--- config.mk ---
export PLATFORM = sky130hd
export DESIGN_NAME = fx_bus_master_flat
export DESIGN_NICKNAME = d
export VERILOG_FILES = /design/src/rtl/fx_bus_pkg.sv /design/src/rtl/fx_bus_master_if.sv /design/src/rtl/fx_rx_timer.sv /design/src/rtl/fx_bus_master.sv /design/src/flat_wrapper.sv
export SDC_FILE = /design/constraint.sdc
export NUM_CORES = 1
export LEC_CHECK = 0
export CORE_MARGIN = 3
export CORE_UTILIZATION = 50
export CTS_BUF_LIST = sky130_fd_sc_hd__clkbuf_8
export CTS_CLUSTER_SIZE = 8
export DETAILED_ROUTE_END_ITERATION = 8
export PLACE_DENSITY_LB_ADDON = 0.2
export SKIP_LAST_GASP = 1
export SYNTH_ARGS = -nofsm -noshare
export SYNTH_HDL_FRONTEND = slang
export SYNTH_SLANG_ARGS = --single-unit
export TNS_END_PERCENT = 50
--- constraint.sdc ---
create_clock -name clk_sys -period 4 [get_ports clk_sys]
set_input_delay 0.8 -clock clk_sys [delete_from_list [all_inputs] [get_ports clk_sys]]
set_output_delay 0.8 -clock clk_sys [all_outputs]
set_load 0.01 [all_outputs]
--- src/rtl/fx_bus_pkg.sv ---
// fx bus shared definitions: header bytes, address layout, FSM state encoding.
// Optional feature macro: FX_MASTER_ACK_EN adds the ACK state to the encoding.
package fx_bus_pkg;

    localparam int unsigned FX_ADDR_W = 22;
    localparam int unsigned FX_DEV_W  = 6;
    localparam int unsigned FX_OFF_W  = FX_ADDR_W - FX_DEV_W;
    localparam int unsigned FX_LEN_W  = 9;   // holds 1..256

    localparam logic [7:0] FX_HDR_WR = 8'hA5;
    localparam logic [7:0] FX_HDR_RD = 8'h5A;
    localparam logic [7:0] FX_ACK    = 8'hAC;

    // Bus address: slaves decode dev, offset walks within the device.
    typedef struct packed {
        logic [FX_DEV_W-1:0] dev;
        logic [FX_OFF_W-1:0] off;
    } fx_addr_t;

    typedef enum logic [3:0] {
        ST_IDLE,
        ST_ADDR2,
        ST_ADDR1,
        ST_ADDR0,
        ST_LEN,
        ST_WDATA,
        ST_RREQ,
        ST_RWAIT,
        ST_RSEND
`ifdef FX_MASTER_ACK_EN
        ,
        ST_ACK
`endif
    } fx_state_e;

    // Offset wraps inside the device; dev_id never changes.
    function automatic fx_addr_t fx_addr_inc(input fx_addr_t a);
        fx_addr_t r;
        r     = a;
        r.off = a.off + FX_OFF_W'(1);
        return r;
    endfunction

endpackage

--- src/rtl/fx_bus_master_if.sv ---
// Host byte-stream and fx register bus signals of the bus master.
//   rx_data/rx_vld/rx_rdy : host command bytes into the master
//   tx_data/tx_vld/tx_rdy : response bytes back to the host
//   fx_waddr/fx_wr/fx_data, fx_raddr/fx_rd, fx_q : register bus
interface fx_bus_master_if;
    import fx_bus_pkg::*;

    logic [7:0]           rx_data;
    logic                 rx_vld;
    logic                 rx_rdy;
    logic [7:0]           tx_data;
    logic                 tx_vld;
    logic                 tx_rdy;
    logic [FX_ADDR_W-1:0] fx_waddr;
    logic                 fx_wr;
    logic [7:0]           fx_data;
    logic [FX_ADDR_W-1:0] fx_raddr;
    logic                 fx_rd;
    logic [7:0]           fx_q;

    modport master (
        input  rx_data, rx_vld, tx_rdy, fx_q,
        output rx_rdy, tx_data, tx_vld, fx_waddr, fx_wr, fx_data, fx_raddr, fx_rd
    );

    modport slave (
        output rx_data, rx_vld, tx_rdy, fx_q,
        input  rx_rdy, tx_data, tx_vld, fx_waddr, fx_wr, fx_data, fx_raddr, fx_rd
    );

endinterface

--- src/rtl/fx_rx_timer.sv ---
// Inter-byte idle counter for a packet in flight.
//   clk_i, rst_i : clock, synchronous active-high reset
//   en_i         : packet in progress (counter held at 0 otherwise)
//   clr_i        : a byte was accepted this cycle
//   expired_o    : TIMEOUT_CYC idle cycles have elapsed (saturates)
module fx_rx_timer #(
    parameter int unsigned TIMEOUT_CYC = 65535
) (
    input  logic clk_i,
    input  logic rst_i,
    input  logic en_i,
    input  logic clr_i,
    output logic expired_o
);

    localparam int unsigned     CNT_W = 17;
    localparam logic [CNT_W-1:0] LIMIT = CNT_W'(TIMEOUT_CYC);

    logic [CNT_W-1:0] cnt_q, cnt_d;

    // Count idle cycles, saturating at the limit.
    always_comb begin
        cnt_d = cnt_q;
        if (!en_i || clr_i) begin
            cnt_d = '0;
        end else if (cnt_q != LIMIT) begin
            cnt_d = cnt_q + CNT_W'(1);
        end
    end

    always_ff @(posedge clk_i) begin
        if (rst_i) begin
            cnt_q <= '0;
        end else begin
            cnt_q <= cnt_d;
        end
    end

    assign expired_o = (cnt_q == LIMIT);

endmodule

--- src/rtl/fx_bus_master.sv ---
// fx bus initiator: turns host command packets into fx_wr/fx_rd accesses and
// returns read data as a byte stream. One access at a time.
//   clk_sys, rst : clock, synchronous active-high reset
//   bus          : fx_bus_master_if.master (host rx/tx streams + register bus)
//   busy         : FSM not in IDLE
//   err          : one-cycle pulse on a bad header or inter-byte timeout
// Optional feature macro: FX_MASTER_ACK_EN -- a write packet returns byte 0xAC.
module fx_bus_master
    import fx_bus_pkg::*;
#(
    parameter int unsigned TIMEOUT_CYC = 65535,
    parameter int unsigned RD_LAT      = 1
) (
    input  logic            clk_sys,
    input  logic            rst,
    fx_bus_master_if.master bus,
    output logic            busy,
    output logic            err
);

    localparam int unsigned WAIT_W = 2;

    fx_state_e            state_q, state_d;
    logic                 hdr_rd_q, hdr_rd_d;
    fx_addr_t             addr_q, addr_d;
    logic [FX_LEN_W-1:0]  cnt_q, cnt_d;
    logic [WAIT_W-1:0]    wait_q, wait_d;
    logic                 rx_rdy_q, rx_rdy_d;
    logic [7:0]           tx_data_q, tx_data_d;
    logic                 tx_vld_q, tx_vld_d;
    logic [FX_ADDR_W-1:0] fx_waddr_q, fx_waddr_d;
    logic                 fx_wr_q, fx_wr_d;
    logic [7:0]           fx_data_q, fx_data_d;
    logic [FX_ADDR_W-1:0] fx_raddr_q, fx_raddr_d;
    logic                 fx_rd_q, fx_rd_d;
    logic                 busy_q, busy_d;
    logic                 err_q, err_d;

    logic rx_fire;
    logic tx_fire;
    logic tmr_en;
    logic tmr_expired;

    assign rx_fire = bus.rx_vld && rx_rdy_q;
    assign tx_fire = tx_vld_q && bus.tx_rdy;
    assign tmr_en  = state_q inside {ST_ADDR2, ST_ADDR1, ST_ADDR0, ST_LEN, ST_WDATA};

    fx_rx_timer #(
        .TIMEOUT_CYC (TIMEOUT_CYC)
    ) u_rx_timer (
        .clk_i     (clk_sys),
        .rst_i     (rst),
        .en_i      (tmr_en),
        .clr_i     (rx_fire),
        .expired_o (tmr_expired)
    );

    // Next-state and registered-output logic.
    always_comb begin
        state_d    = state_q;
        hdr_rd_d   = hdr_rd_q;
        addr_d     = addr_q;
        cnt_d      = cnt_q;
        wait_d     = wait_q;
        tx_data_d  = tx_data_q;
        tx_vld_d   = tx_vld_q;
        fx_waddr_d = fx_waddr_q;
        fx_data_d  = fx_data_q;
        fx_raddr_d = fx_raddr_q;
        fx_wr_d    = 1'b0;
        fx_rd_d    = 1'b0;
        err_d      = 1'b0;

        case (state_q)
            ST_IDLE: begin
                if (rx_fire) begin
                    if (bus.rx_data == FX_HDR_WR || bus.rx_data == FX_HDR_RD) begin
                        hdr_rd_d = (bus.rx_data == FX_HDR_RD);
                        state_d  = ST_ADDR2;
                    end else begin
                        err_d = 1'b1;
                    end
                end
            end
            ST_ADDR2: begin
                if (rx_fire) begin
                    addr_d.dev = bus.rx_data[FX_DEV_W-1:0];
                    state_d    = ST_ADDR1;
                end
            end
            ST_ADDR1: begin
                if (rx_fire) begin
                    addr_d.off[15:8] = bus.rx_data;
                    state_d          = ST_ADDR0;
                end
            end
            ST_ADDR0: begin
                if (rx_fire) begin
                    addr_d.off[7:0] = bus.rx_data;
                    state_d         = ST_LEN;
                end
            end
            ST_LEN: begin
                if (rx_fire) begin
                    cnt_d   = (bus.rx_data == 8'h00) ? FX_LEN_W'(256) : FX_LEN_W'(bus.rx_data);
                    state_d = hdr_rd_q ? ST_RREQ : ST_WDATA;
                end
            end
            ST_WDATA: begin
                if (rx_fire) begin
                    fx_wr_d    = 1'b1;
                    fx_waddr_d = addr_q;
                    fx_data_d  = bus.rx_data;
                    addr_d     = fx_addr_inc(addr_q);
                    cnt_d      = cnt_q - FX_LEN_W'(1);
                    if (cnt_q == FX_LEN_W'(1)) begin
`ifdef FX_MASTER_ACK_EN
                        tx_data_d = FX_ACK;
                        tx_vld_d  = 1'b1;
                        state_d   = ST_ACK;
`else
                        state_d   = ST_IDLE;
`endif
                    end
                end
            end
            ST_RREQ: begin
                fx_rd_d    = 1'b1;
                fx_raddr_d = addr_q;
                wait_d     = '0;
                state_d    = ST_RWAIT;
            end
            // fx_rd is on the bus during the first RWAIT cycle; data is valid RD_LAT later.
            ST_RWAIT: begin
                if (wait_q == WAIT_W'(RD_LAT)) begin
                    tx_data_d = bus.fx_q;
                    tx_vld_d  = 1'b1;
                    state_d   = ST_RSEND;
                end else begin
                    wait_d = wait_q + WAIT_W'(1);
                end
            end
            ST_RSEND: begin
                if (tx_fire) begin
                    tx_vld_d = 1'b0;
                    addr_d   = fx_addr_inc(addr_q);
                    cnt_d    = cnt_q - FX_LEN_W'(1);
                    state_d  = (cnt_q == FX_LEN_W'(1)) ? ST_IDLE : ST_RREQ;
                end
            end
`ifdef FX_MASTER_ACK_EN
            ST_ACK: begin
                if (tx_fire) begin
                    tx_vld_d = 1'b0;
                    state_d  = ST_IDLE;
                end
            end
`endif
            default: state_d = ST_IDLE;
        endcase

        // An accepted byte in the same cycle rescues the packet.
        if (tmr_en && tmr_expired && !rx_fire) begin
            state_d = ST_IDLE;
            err_d   = 1'b1;
        end

        rx_rdy_d = state_d inside {ST_IDLE, ST_ADDR2, ST_ADDR1, ST_ADDR0, ST_LEN, ST_WDATA};
        busy_d   = (state_d != ST_IDLE);
    end

    always_ff @(posedge clk_sys) begin
        if (rst) begin
            state_q    <= ST_IDLE;
            hdr_rd_q   <= 1'b0;
            addr_q     <= '0;
            cnt_q      <= '0;
            wait_q     <= '0;
            rx_rdy_q   <= 1'b0;
            tx_data_q  <= '0;
            tx_vld_q   <= 1'b0;
            fx_waddr_q <= '0;
            fx_wr_q    <= 1'b0;
            fx_data_q  <= '0;
            fx_raddr_q <= '0;
            fx_rd_q    <= 1'b0;
            busy_q     <= 1'b0;
            err_q      <= 1'b0;
        end else begin
            state_q    <= state_d;
            hdr_rd_q   <= hdr_rd_d;
            addr_q     <= addr_d;
            cnt_q      <= cnt_d;
            wait_q     <= wait_d;
            rx_rdy_q   <= rx_rdy_d;
            tx_data_q  <= tx_data_d;
            tx_vld_q   <= tx_vld_d;
            fx_waddr_q <= fx_waddr_d;
            fx_wr_q    <= fx_wr_d;
            fx_data_q  <= fx_data_d;
            fx_raddr_q <= fx_raddr_d;
            fx_rd_q    <= fx_rd_d;
            busy_q     <= busy_d;
            err_q      <= err_d;
        end
    end

    assign bus.rx_rdy   = rx_rdy_q;
    assign bus.tx_data  = tx_data_q;
    assign bus.tx_vld   = tx_vld_q;
    assign bus.fx_waddr = fx_waddr_q;
    assign bus.fx_wr    = fx_wr_q;
    assign bus.fx_data  = fx_data_q;
    assign bus.fx_raddr = fx_raddr_q;
    assign bus.fx_rd    = fx_rd_q;
    assign busy         = busy_q;
    assign err          = err_q;

endmodule

--- src/flat_wrapper.sv ---
// flat-port wrapper written by rule: the top's interface ports become plain ports
module fx_bus_master_flat import fx_bus_pkg::*;
#(
    parameter int unsigned TIMEOUT_CYC = 65535,
    parameter int unsigned RD_LAT      = 1
)
  (clk_sys, rst, busy, err, bus_rx_data, bus_rx_vld, bus_tx_rdy, bus_fx_q, bus_rx_rdy, bus_tx_data, bus_tx_vld, bus_fx_waddr, bus_fx_wr, bus_fx_data, bus_fx_raddr, bus_fx_rd);
  fx_bus_master_if bus_i ();
  input  logic clk_sys;
  input  logic rst;
  output logic busy;
  output logic err;
  input wire logic [$bits(bus_i.rx_data)-1:0] bus_rx_data;
  input wire logic [$bits(bus_i.rx_vld)-1:0] bus_rx_vld;
  input wire logic [$bits(bus_i.tx_rdy)-1:0] bus_tx_rdy;
  input wire logic [$bits(bus_i.fx_q)-1:0] bus_fx_q;
  output wire logic [$bits(bus_i.rx_rdy)-1:0] bus_rx_rdy;
  output wire logic [$bits(bus_i.tx_data)-1:0] bus_tx_data;
  output wire logic [$bits(bus_i.tx_vld)-1:0] bus_tx_vld;
  output wire logic [$bits(bus_i.fx_waddr)-1:0] bus_fx_waddr;
  output wire logic [$bits(bus_i.fx_wr)-1:0] bus_fx_wr;
  output wire logic [$bits(bus_i.fx_data)-1:0] bus_fx_data;
  output wire logic [$bits(bus_i.fx_raddr)-1:0] bus_fx_raddr;
  output wire logic [$bits(bus_i.fx_rd)-1:0] bus_fx_rd;
  assign bus_i.rx_data = bus_rx_data;
  assign bus_i.rx_vld = bus_rx_vld;
  assign bus_i.tx_rdy = bus_tx_rdy;
  assign bus_i.fx_q = bus_fx_q;
  assign bus_rx_rdy = bus_i.rx_rdy;
  assign bus_tx_data = bus_i.tx_data;
  assign bus_tx_vld = bus_i.tx_vld;
  assign bus_fx_waddr = bus_i.fx_waddr;
  assign bus_fx_wr = bus_i.fx_wr;
  assign bus_fx_data = bus_i.fx_data;
  assign bus_fx_raddr = bus_i.fx_raddr;
  assign bus_fx_rd = bus_i.fx_rd;
  fx_bus_master #(.TIMEOUT_CYC(TIMEOUT_CYC), .RD_LAT(RD_LAT)) u_core (.clk_sys(clk_sys), .rst(rst), .bus(bus_i), .busy(busy), .err(err));
endmodule
## Word-level counts from Yosys, hierarchy flattened

Index checks and enable logic that the tools add are counted.

| word-level totals | value |
|---|---|
| flip-flop bits (word level) | 121 |
| input port bits | 20 |
| output and inout port bits | 66 |
| logic and storage cells | 117 |

| operators by class | value |
|---|---|
| add/subtract/negate cells | 4 |
| equality and inequality tests | 26 |
| multiplexer cells | 37 |
| bitwise logic cells | 2 |
| reduce and logical (&&, ||, !) cells | 30 |

Operators with widths:

| kind | number |
|---|---|
| case mux 8 bit (3 select lines) | 2 |
| 2-to-1 mux 4 bit | 11 |
| 2-to-1 mux 9 bit | 4 |
| case mux 4 bit (9 select lines) | 1 |
| 2-to-1 mux 16 bit | 2 |
| case mux 9 bit (3 select lines) | 1 |
| equality test 4 x 3 -> 1 bit, second input constant | 6 |
| case mux 6 bit (3 select lines) | 1 |
| adder 17 x 1 -> 17 bit, second input constant | 1 |
| equality test 17 x 16 -> 1 bit, second input constant | 1 |
| inequality test 17 x 16 -> 1 bit, second input constant | 1 |
| adder 16 x 1 -> 16 bit, second input constant | 1 |
| equality test 4 x 2 -> 1 bit, second input constant | 4 |
| AND reduction 4 bit | 4 |
| inequality test 2 x 1 -> 1 bit, second input constant | 6 |
| equality test 9 x 1 -> 1 bit, second input constant | 1 |
| nonzero test 3 bit | 3 |
| subtractor 9 x 1 -> 9 bit, second input constant | 1 |
| equality test 4 x 1 -> 1 bit, second input constant | 2 |
| equality test 8 x 7 -> 1 bit, second input constant | 1 |
| equality test 8 bit, second input constant | 1 |
| zero test 4 bit | 2 |
| zero test 8 bit | 1 |
| 2-to-1 mux 1 bit | 8 |
| other kinds (21) | 33 |

## Longest topological paths before layout

| depth | value |
|---|---|
| depth in word-level cells | 8 |
| mapped depth | 11 |
| depth with buffers taken out | 10 |

## By module

Synthesis repeated with hierarchy kept, for this count alone.

| unflattened totals | value |
|---|---|
| cell total of the unflattened synthesis | 672 |
| area, all modules | 5450.2 um2 |

Modules (own cells, without submodules):

| module | instances | cells an instance | area each (um2) | sequential area each (um2) |
|---|---|---|---|---|
| fx_bus_master | 1 | 579 | 4606.9 | 2082.0 |
| fx_rx_timer | 1 | 93 | 843.3 | 340.3 |

## Worst setup path before layout

OpenSTA, ideal clock, no wires.

| timing | value |
|---|---|
| kind | register -> register |
| start point | register u_core.u_rx_timer.cnt_q[6] |
| end point | register u_core.u_rx_timer.cnt_q[9] |
| setup time | 0.128 ns |
| data arrival time | 2.292 ns |
| required time | 3.872 ns |
| slack | 1.581 ns |
| cell stages (with the launch flop) | 12 |
| path buffers | 1 |
| period minus slack after synthesis | 2.419 ns |
| path through | dfxtp_1 -> and4_1 -> and4_1 -> nand2_1 -> nor4_1 -> ha_1 -> clkbuf_1 -> nand4b_1 -> nor2_1 -> and4_1 -> xnor2_1 -> nor2_1 |

| on the way | value |
|---|---|
| word-level cells in the longest chain between the ends | 1 |
| elaborated cells between the ends (all ways) | 2 |
| classes of those cells | add/sub: 1; eq/ne: 1 |

Ends and longest elaborated chain:

| what | line | source |
|---|---|---|
| start, declared | fx_rx_timer.sv:19 | `logic [CNT_W-1:0] cnt_q, cnt_d;` |
| start signal, assigned | fx_rx_timer.sv:35 | `cnt_q <= cnt_d;` |
| adder 17 x 1 -> 17 bit / inequality test 17 x 16 -> 1 bit (equally long branches) | fx_rx_timer.sv:27, fx_rx_timer.sv:26 |  |

Several ways; a longest one is shown, not always the timed one.
A chain may end at the register's enable or synchronous reset.

## Worst setup path after layout

| timing | value |
|---|---|
| start point | register u_core.state_q[1] |
| end point | register u_core.addr_q[7] (netlist bit) |

| on the way | value |
|---|---|
| word-level cells in the longest chain between the ends | 3 |
| elaborated cells between the ends (all ways) | 9 |
| classes of those cells | eq/ne: 6; mux: 1; reduce/logical: 2 |

Ends and longest elaborated chain:

| what | line | source |
|---|---|---|
| start, declared | fx_bus_master.sv:23 | `fx_state_e state_q, state_d;` |
| start signal, assigned | fx_bus_master.sv:190 | `state_q <= state_d;` |
| equality test 4 x 2 -> 1 bit, or another cell as far along | fx_bus_master.sv:74 | `case (state_q)` |
| inequality test 2 x 1 -> 1 bit (no line) / nonzero test 3 bit (equally long branches) | - |  |
| AND reduction 4 bit (no line) | - |  |
| end signal, assigned | fx_bus_master.sv:192 | `addr_q <= addr_d;` |
| end, declared | fx_bus_master.sv:25 | `fx_addr_t addr_q, addr_d;` |

Several ways; a longest one is shown, not always the timed one.

==> impl_metrics.json <==
{
  "cts_resized": 0,
  "worstMarginPinSlew_ns": 1.15,
  "portBuffers": 85,
  "slowest_stage": "a21oi_2",
  "grt_max_degree": 66,
  "critPathTopFamily": "compound AO/OA/AOI/OAI gates",
  "reg2reg_slack_ns": 1.19,
  "fin_nets": 748,
  "drt-initial-drc-count": 375,
  "postSynthAreaPerCell_sq_um": 8.07,
  "slew_violations": 0,
  "vias_per_cell": 5.68,
  "cp.buffers_inverters": 2,
  "n_antenna_cell": 0,
  "clock_sinks": 121,
  "place_ws_ns": 1.11,
  "wl_met1_microns": 5900,
  "clk_pin_slew_ns": 0.07,
  "ir_drop_mv": 0.211,
  "grt_overflow": 0,
  "yosys_warnings": 0,
  "ctsHoldBuffers": 0,
  "drive_gt1_share_pct": 6.55,
  "holdPathEnd": "u_core.bus.fx_raddr[16]$_SDFFE_PP0P_",
  "final_area_sq_mm": 0.00656,
  "dr_wl_met3_microns": 895,
  "p_total_mw": 2.36,
  "drt-total-wl_microns": 13400,
  "status": "completed",
  "htree_levels": 4,
  "min_period_over_period_pct": 70.2,
  "hp-start": "u_core.bus.fx_raddr[16]$_SDFFE_PP0P_",
  "tns_ns": 0,
  "powerDensity_mw_per_mm2": 360,
  "maxCapViolations": 0,
  "synth-seq-area-share_pct": 45.7,
  "skew_ns": 0.00868,
  "worstHoldPathCells": 2,
  "path_cells": "nor3_1, buf_4, a21oi_2, buf_4, and2_1, a211oi_1, a2111oi_1",
  "yosys.area.top_type": "dfxtp_1",
  "ios": 86,
  "synth_top_area_share_pct": 45.7,
  "routed.top_layer": "met4",
  "ys_seq_elements": 121,
  "hold_class": "flop to flop",
  "rsz0062_at_grt": "false",
  "cp_common_cell": "buf_4",
  "grt_pass1_wl_microns": 22200,
  "ys_async_sr_fraction_pct": 0,
  "place_hpwl_microns": 9010,
  "finalWorstPathRequiredPeriod_ns": 2.81,
  "gr-usage-all-layers_pct": 23.7,
  "reg2reg_depth": 7,
  "cpPeakStageDelay_ns": 0.76,
  "clock_path_buffers": 2,
  "fp.dieW_microns": 109,
  "ys_types": 59,
  "ys.flop_type": "dfxtp_1",
  "setup_viol": 0,
  "vias": 4921,
  "coreArea_sq_mm": 0.0100,
  "postPlaceCellArea_sq_mm": 0.00617,
  "r2r_end": "u_core.addr_q[7]$_SDFFE_PP0P_",
  "holdWs_ns": 0.455,
  "p_leak_nw": 2.27,
  "rows": 36,
  "antenna_found_initial": 0,
  "finalNonFillerCells": 866,
  "critPathCaptureType": "flop",
  "critPathLaunchType": "flop",
  "cp.arrival_ns": 3.12,
  "timing.rr.start": "u_core.state_q[1]$_SDFF_PP0_",
  "synthCells": 657,
  "place_congestion": 0.886,
  "wl_per_cell_microns": 15.4,
  "critical_path_class": "flop to flop",
  "cts_setup_buffers": 0,
  "max_slew_margin_pct": 23.3,
  "cts_tree": "built",
  "setup_ws_ns": 1.19,
  "synth_edf_count": 0,
  "max_freq_mhz": 356,
  "drtPass1Iterations": 5,
  "place_inst": 836,
  "ant_nets": 0,
  "met2_length_microns": 6290,
  "insertion_delay_ns": 0.43,
  "finalHoldViolCount": 0,
  "start_util_pct": 52.8,
  "die_h_microns": 109,
  "syn_to_final_growth_pct": 23.7,
  "crit_fanout": 23,
  "synthTopCellsByArea": "dfxtp_1 46%, nand2_1 9.8%, a21oi_1 7.6%",
  "syn-num-nets": 683,
  "drc": 0,
  "numCtsBuffers": 17,
  "root_buffer": "clkbuf_8",
  "crit_required_ns": 4.32,
  "final_core_util_pct": 65.3,
  "die-area_sq_mm": 0.0119,
  "synth_area_sq_mm": 0.00531,
  "grt_pass1_vias": 4664
}
cells in the final DEF (no fill, tap or decap), types with 2 or more instances in the layout:
master           synthesis  final
a21oi_1                 81     81
and4_1                   5      5
o21ai_0                 30     30
nor2b_1                  3      3
and2_1                  10     10
nand2_1                138    138
dfxtp_1                121    121
a21o_1                   4      4
a32o_1                   2      2
a31oi_1                  6      6
clkdlybuf4s50_1          0     84
nor3b_1                  7      6
o22ai_1                  4      4
and3_1                   4      4
clkinv_2                 0      5
nor2_1                  62     62
clkbuf_8                 0     19
inv_1                    8     10
nor3_1                  13     13
nand3b_1                 2      2
or4_4                    3      3
buf_4                    2      5
xnor2_1                  4      4
ha_1                     6      6
nand2b_1                 2      2
nand3_1                 14     14
nand4_1                  8      8
a32oi_1                  3      3
bufinv_16                0      3
a211oi_1                 8      8
o211a_1                  3      3
o211ai_1                 2      2
nor4_1                   8      8
xor2_1                  12     12
mux2i_1                 14     14
cells in the mapped netlist, types with 2 or more instances:
| cell | number |
|---|---|
| a21oi_1 | 81 |
| dfxtp_1 | 121 |
| and4_1 | 5 |
| nor3b_1 | 7 |
| o21ai_0 | 30 |
| nand2b_1 | 2 |
| ha_1 | 6 |
| inv_1 | 8 |
| o211ai_1 | 2 |
| a32oi_1 | 3 |
| buf_2 | 16 |
| a32o_1 | 2 |
| o211a_1 | 3 |
| nor2b_1 | 3 |
| a211oi_1 | 8 |
| o22ai_1 | 4 |
| a21o_1 | 4 |
| nor4_1 | 8 |
| and2_1 | 10 |
| buf_4 | 2 |
| nand2_1 | 138 |
| mux2i_1 | 14 |
| nand3b_1 | 2 |
| nor2_1 | 62 |
| xor2_1 | 12 |
| xnor2_1 | 4 |
| or4_4 | 3 |
| nor3_1 | 13 |
| nand3_1 | 14 |
| a31oi_1 | 6 |
| nand4_1 | 8 |
| clkbuf_1 | 26 |
| and3_1 | 4 |
where the power goes:
part           internal [mW]  switching, mW  total, mW
logic                 0.0255         0.0391     0.0646
registers               1.21        0.00112       1.21
clock network          0.632          0.461       1.09
worst max path at each step:
stage | slack (ns) | depth (start not counted) | endpoint | start
after floorplan | 1.58 | 11 | u_core.u_rx_timer.cnt_q[9]$_SDFFE_PP0P_ | u_core.u_rx_timer.cnt_q[6]$_SDFFE_PP0P_
after global placement | 1.21 | 5 | u_core.bus.fx_waddr[6]$_SDFFE_PP0P_ | bus_rx_vld
after detailed placement | 1.11 | 5 | u_core.bus.fx_data[3]$_SDFFE_PP0P_ | bus_rx_vld
after CTS | 1.21 | 10 | u_core.u_rx_timer.cnt_q[9]$_SDFFE_PP0P_ | u_core.u_rx_timer.cnt_q[6]$_SDFFE_PP0P_
after global routing | 0.89 | 10 | u_core.u_rx_timer.cnt_q[9]$_SDFFE_PP0P_ | u_core.u_rx_timer.cnt_q[6]$_SDFFE_PP0P_
final | 1.19 | 7 | u_core.addr_q[7]$_SDFFE_PP0P_ | u_core.state_q[1]$_SDFF_PP0_
cell families after synthesis:
group / Yosys count / synth area share (%)
simple gates: 290 / 25.7
buf+inv: 52 / 4.20
compound gates: 157 / 17.6
flops: 121 / 45.7
xor+xnor: 16 / 2.64
mux: 15 / 2.85
fa+ha+maj: 6 / 1.42
registers in the layout, summed over array words and instances (netlist names):
| register | flops |
|---|---|
| u_core.bus.fx_wr | 1 |
| u_core.bus.tx_vld | 1 |
| u_core.bus.fx_raddr | 22 |
| u_core.err | 1 |
| u_core.wait_q | 2 |
| u_core.hdr_rd_q | 1 |
| u_core.bus.fx_rd | 1 |
| u_core.bus.rx_rdy | 1 |
| u_core.addr_q | 22 |
| u_core.bus.tx_data | 8 |
| u_core.bus.fx_data | 8 |
| u_core.busy | 1 |
| u_core.u_rx_timer.cnt_q | 17 |
| u_core.cnt_q | 9 |
| u_core.bus.fx_waddr | 22 |
| u_core.state_q | 4 |
routing by layer:
metal | vias to the layer above | GRT usage, %
met4 | 0 | 8.75
li1 | 2410 | -
met1 | 2310 | 29.8
met2 | 176 | 39.2
met5 | - | 0
met3 | 25 | 5.92
worst reg2reg max path: stages (launching register included):
cell and delay [ns]:
dfxtp_1 0.69, nor3_1 0.11, buf_4 0.21, a21oi_2 0.76, buf_4 0.34, and2_1 0.19
a211oi_1 0.06, a2111oi_1 0.33
cell type report:
cell class / count / area [sq um]
clock buffers: 19 / 262
clock inverters: 11 / 131
fillers: 865 / 3480
inverters: 8 / 30.0
multi-input cells: 484 / 2670
flip-flops and latches: 121 / 2420
well taps: 133 / 166
repair buffers: 90 / 883
(Power assumes the default switching activity.)
